**config.mk**
```make
export PLATFORM = sky130hd
export DESIGN_NAME = hazard_pipe_tags
export DESIGN_NICKNAME = d
export VERILOG_FILES = /design/src/rtl/hazard_pipe_tags.sv
export SDC_FILE = /design/constraint.sdc
export NUM_CORES = 1
export LEC_CHECK = 0
export BUFFER_PORTS_ARGS = -buffer_cell sky130_fd_sc_hd__buf_2
export CORE_MARGIN = 1.5
export CORE_UTILIZATION = 48
export CTS_CLUSTER_DIAMETER = 30
export DETAILED_ROUTE_END_ITERATION = 8
export PLACE_DENSITY = 0.75
export SYNTH_ARGS = -nofsm -noshare
export SYNTH_HDL_FRONTEND = slang
export SYNTH_SLANG_ARGS = --single-unit
```
**constraint.sdc**
```tcl
create_clock -name clk -period 3.05 [get_ports clk]
set_clock_uncertainty 0.2 [all_clocks]
set_input_delay 0.1525 -clock clk [delete_from_list [all_inputs] [get_ports clk]]
set_output_delay 0.1525 -clock clk [all_outputs]
set_load 0.02 [all_outputs]
```
**src/rtl/hazard_pipe_tags.sv**
```systemverilog
// Per-instruction control tags carried D->X->M->W with stall/flush handling.
// Stage outputs feed the forwarding unit directly from registers.
module hazard_pipe_tags #(
  parameter int              OP_W   = 5,
  parameter int              REG_W  = 5,
  parameter logic [OP_W-1:0] NOP_OP = '1,
  parameter int              CNT_W  = 16
) (
  input  logic             clk,
  input  logic             rst,
  input  logic             f_valid,
  input  logic [OP_W-1:0]  f_op,
  input  logic [REG_W-1:0] f_regX,
  input  logic [REG_W-1:0] f_regIn0,
  input  logic [REG_W-1:0] f_regIn1,
  input  logic [REG_W-1:0] f_regData,
  input  logic             FD_stall,
  input  logic             DX_stall,
  input  logic             XM_stall,
  input  logic             flush,
  output logic             f_hold,
  output logic [OP_W-1:0]  d_op,
  output logic [OP_W-1:0]  x_op,
  output logic [OP_W-1:0]  m_op,
  output logic [OP_W-1:0]  w_op,
  output logic [REG_W-1:0] d_regIn0,
  output logic [REG_W-1:0] d_regIn1,
  output logic [REG_W-1:0] x_regX,
  output logic [REG_W-1:0] x_regIn0,
  output logic [REG_W-1:0] x_regIn1,
  output logic [REG_W-1:0] m_regX,
  output logic [REG_W-1:0] m_regExe,
  output logic [REG_W-1:0] m_regData,
  output logic [REG_W-1:0] w_regOut,
  output logic             d_valid,
  output logic             x_valid,
  output logic             m_valid,
  output logic             w_valid,
  output logic             retire,
  output logic [CNT_W-1:0] stall_cycles,
  output logic [CNT_W-1:0] flush_count
);

  typedef struct packed {
    logic [OP_W-1:0]  op;
    logic [REG_W-1:0] regX;
    logic [REG_W-1:0] regIn0;
    logic [REG_W-1:0] regIn1;
    logic [REG_W-1:0] regData;
    logic             valid;
  } tag_t;

  localparam tag_t BUBBLE = '{
    op: NOP_OP, regX: '0, regIn0: '0,
    regIn1: '0, regData: '0, valid: 1'b0
  };
  localparam logic [CNT_W-1:0] CNT_MAX = '1;

  tag_t r_d, r_x, r_m, r_w;
  tag_t w_fetch;
  logic [CNT_W-1:0] r_stall_cnt;
  logic [CNT_W-1:0] r_flush_cnt;
  logic w_hx, w_hd, w_hf;

  // Holds cascade upstream: a held stage also holds everything behind it.
  assign w_hx = XM_stall;
  assign w_hd = DX_stall | w_hx;
  assign w_hf = FD_stall | w_hd;

  always_comb begin
    w_fetch = BUBBLE;
    if (f_valid) begin
      w_fetch.op      = f_op;
      w_fetch.regX    = f_regX;
      w_fetch.regIn0  = f_regIn0;
      w_fetch.regIn1  = f_regIn1;
      w_fetch.regData = f_regData;
      w_fetch.valid   = 1'b1;
    end
  end

  always_ff @(posedge clk) begin
    if (rst) begin
      r_d         <= BUBBLE;
      r_x         <= BUBBLE;
      r_m         <= BUBBLE;
      r_w         <= BUBBLE;
      r_stall_cnt <= '0;
      r_flush_cnt <= '0;
    end else begin
      r_w <= r_m;
      r_m <= w_hx ? BUBBLE : r_x;
      if (!w_hx)
        r_x <= w_hd ? BUBBLE : r_d;
      if (!w_hd)
        r_d <= (w_hf || flush) ? BUBBLE : w_fetch;
      if (w_hf && r_stall_cnt != CNT_MAX)
        r_stall_cnt <= r_stall_cnt + 1'b1;
      if (flush && !w_hd && r_flush_cnt != CNT_MAX)
        r_flush_cnt <= r_flush_cnt + 1'b1;
    end
  end

  assign f_hold       = w_hf;
  assign d_op         = r_d.op;
  assign d_regIn0     = r_d.regIn0;
  assign d_regIn1     = r_d.regIn1;
  assign d_valid      = r_d.valid;
  assign x_op         = r_x.op;
  assign x_regX       = r_x.regX;
  assign x_regIn0     = r_x.regIn0;
  assign x_regIn1     = r_x.regIn1;
  assign x_valid      = r_x.valid;
  assign m_op         = r_m.op;
  assign m_regX       = r_m.regX;
  assign m_regExe     = r_m.regIn0;
  assign m_regData    = r_m.regData;
  assign m_valid      = r_m.valid;
  assign w_op         = r_w.op;
  assign w_regOut     = r_w.regX;
  assign w_valid      = r_w.valid;
  assign retire       = r_w.valid;
  assign stall_cycles = r_stall_cnt;
  assign flush_count  = r_flush_cnt;

  logic w_unused;
  assign w_unused = ^{r_d.regX, r_d.regData, r_x.regData,
                      r_m.regIn1, r_w.regIn0, r_w.regIn1,
                      r_w.regData};

endmodule

```
==> metrics <==
# rows 35; post-CTS setup buffer count 0; Critical Path Max Stage Delay around 610 ps; combinational group share of total power 4.3%; Commonest cells post-synth 116 x dfxtp_1, 54 x nor2_1, 41 x a21oi_1; Total GRT Usage 22.0%; FF+latch count, synth 116; CTS buffer count 17; maxcap violations 0; Die ar. about 10000 um2; hold slack approximately 58 ps; CTS tree done; area of the multi-input gates approximately 1900 um2; Distinct cells, synth 50; crit path max fanout 6; register area 2320 um2; final wirelength 11000 um; Pleak 2.48 nW; Final #Nets 661; die height a little over 100 um; Fillers 776; outcome finished, final reports clean; Layout area overhead 31.8%; part of the Yosys area used for sequential elements 50.5%; gr ovfl total 0; worst-skew pair later-pin latency 510 ps; leading area contributor after synthesis dfxtp_1; Initial Util 49.5%; Slew Limit Fails 0; critical path class register to register; ant diodes 0; vias in the first global route 3781; Gates resized, CTS repair 0; Top Family by Delay on Critical Path simple AND/OR/NAND/NOR gates; Clk pin slew, worst setup/hold paths 60 ps; routability congestion estimate 0.858; Finish-stage setup viols 0; DR WL/cell 14.3 um; Internal 2.95 mW; startpoint types register; Yosys top cell area share between 50% and 60%; crit path DAT between 2000 and 3000 ps; switching share of power 21.7%; IO Count 135; share of cells above drive strength 1 29.7%; Clock Power Share a little under three fifths; syn avg cell area between 9 and 10 um2; critical path required time 3240 ps; CTS sink cnt 116; Max Clk Rate about 400 MHz; Final min period 2540 ps; fin crit share between 80% and 90%; CP Capture Type register; first-pass GRT wire length 17500 um; pin count of the biggest net entering global routing 58; Syn Nets 534; Netlist Area Pre-Place 4600 um2; die width 101 um; Async SR Flop Fraction 0%; Post-DP HPWL 6960 um; top cells by area, synth dfxtp_1 51%, buf_4 5.9%, a21oi_1 4.5%; Post-synth EDFFs 0; Pre-Repair DR Iteration Count 4; Synth Instances 500; initial DRC count around 120; total number of vias about 4100; Flop pwr share 40.8%; Clock H-tree levels 4; final hold vios 0; ANT nets after route 0; routed vias/inst 5.30; Clock Root Buffer clkbuf_8; Setup TNS 0 ps; crit-path cells ha_1 > nand4_1 > nor4_1 > or4_2 > a21oi_1 > dlygate4sd3_1; pwr dens 621 nW/um2; count leader, synth dfxtp_1; Primary FF master, synth dfxtp_1; peak supply drop ~0.35 mV; Rel. slew slack between 30% and 40%; Slew @ Worst Pin 955 ps; Core Area 9280 um2; NetSw 0.815 mW; HP Class input pin to register; YS warnings 0; unrepaired setup endpoints after global routing false; I/O Buffers 134; initial antenna violation count 0; Slowest cell on crit path nor4_1; clock buffer depth 2; DR DRC count 0; Crit path buffers/inverters 1
flip-flops by register name (all words and copies together) (netlist names):
register,count
d_regIn0,5
retire,1
x_op,5
w_regOut,5
x_regIn1,5
m_regData,5
w_op,5
r_x,5
m_regExe,5
x_regX,5
d_regIn1,5
x_regIn0,5
stall_cycles,16
d_valid,1
r_d,10
d_op,5
flush_count,16
m_valid,1
m_regX,5
x_valid,1
m_op,5
cell type report:
cell class	instances	share of cell area [%]
clock buffer	18	7.06
sequential	116	38.3
timing repair buffer	174	17.4
inverter	6	0.372
multi-input combinational	312	30.9
clock inverter	14	3.28
tap	129	2.66
per-stage QoR:
| step | std cells | utilization, % | setup WS (ps) | total power, mW | area (um2) |
|---|---|---|---|---|---|
| after global routing | 769 | 65.3 | 379 | 3.89 | 6060 |
| after detailed placement | 704 | 54.9 | 678 | 1.70 | 5100 |
| after CTS | 769 | 65.3 | 516 | 3.78 | 6060 |
| after floorplan | 500 | - | 644 | 1.65 | 4600 |
| after global placement | 704 | 54.9 | 748 | 1.69 | 5100 |
| final | 769 | 65.3 | 510 | 3.76 | 6060 |
routing by layer:
metal	vias up	global-route usage (%)	share of wire [%]
met4	0	9.43	1.9
met2	134	36.5	49
met1	1916	26.8	44
met3	20	6.10	5.3
li1	2007	-	-
met5	-	0	0
worst paths after layout:
kind / startpoint / end / slack (ps) / depth (start not counted)
worst max-delay path: stall_cycles[0] / stall_cycles[4] / 510 / 6
worst min-delay path: flush / flush_count[1] / 60 / 4
worst max register to register: stall_cycles[0] / stall_cycles[4] / 510 / 6
worst min register to register: m_op[2] / w_op[2] / 250 / 1
repair_timing:
item	4_1_cts	5_1_grt
endpoints found under the hold margin	43	0
setup endpoints to repair	0	0
hold buffers	33	0
cell usage in the layout, fill, tap and decap left out, types with 3 or more instances in the layout:
master	Yosys	layout
a21oi_1	41	41
a22oi_1	20	20
and2_1	16	16
buf_2	2	134
buf_4	36	7
bufinv_16	0	4
clkbuf_16	0	16
clkinvlp_4	0	4
dfxtp_1	116	116
dlygate4sd3_1	0	33
inv_1	6	6
inv_6	0	3
mux2_2	3	3
nand2_1	16	16
nand3_1	7	7
nand4_1	10	10
nor2_1	54	54
nor2b_1	14	14
nor3_1	15	15
nor3b_1	23	22
nor4_1	4	4
nor4b_1	3	3
o21ai_0	15	15
o22ai_1	5	5
o31ai_1	6	6
o41ai_1	3	3
or2_2	6	6
or3_1	13	13
or4_1	5	5
power groups by stage:
stage | registers (mW) | logic, mW | clock network, mW
after global placement | 1.57 | 0.126 | 0
after floorplan | 1.57 | 0.0749 | 0
after CTS | 1.53 | 0.159 | 2.09
after detailed placement | 1.57 | 0.128 | 0
final | 1.53 | 0.160 | 2.07
after global routing | 1.54 | 0.174 | 2.18
kinds of logic (layout without fill, tap and decap cells):
kind of cell	Yosys count	in the layout	synth area share, %
simple gates	203	203	25.2
flops	116	116	50.5
compound gates	102	102	13.7
buf+inv	72	212	8.87
mux	4	4	0.953
fa+ha+maj	2	2	0.544
xor+xnor	1	1	0.191
worst reg2reg max path, cell delays in order (launching register included):
cell           delay, ps
dfxtp_1              410
ha_1                 230
nand4_1              100
nor4_1               610
or4_2                240
a21oi_1               60
dlygate4sd3_1        580
No activity file was read; power rests on OpenSTA's default activity.
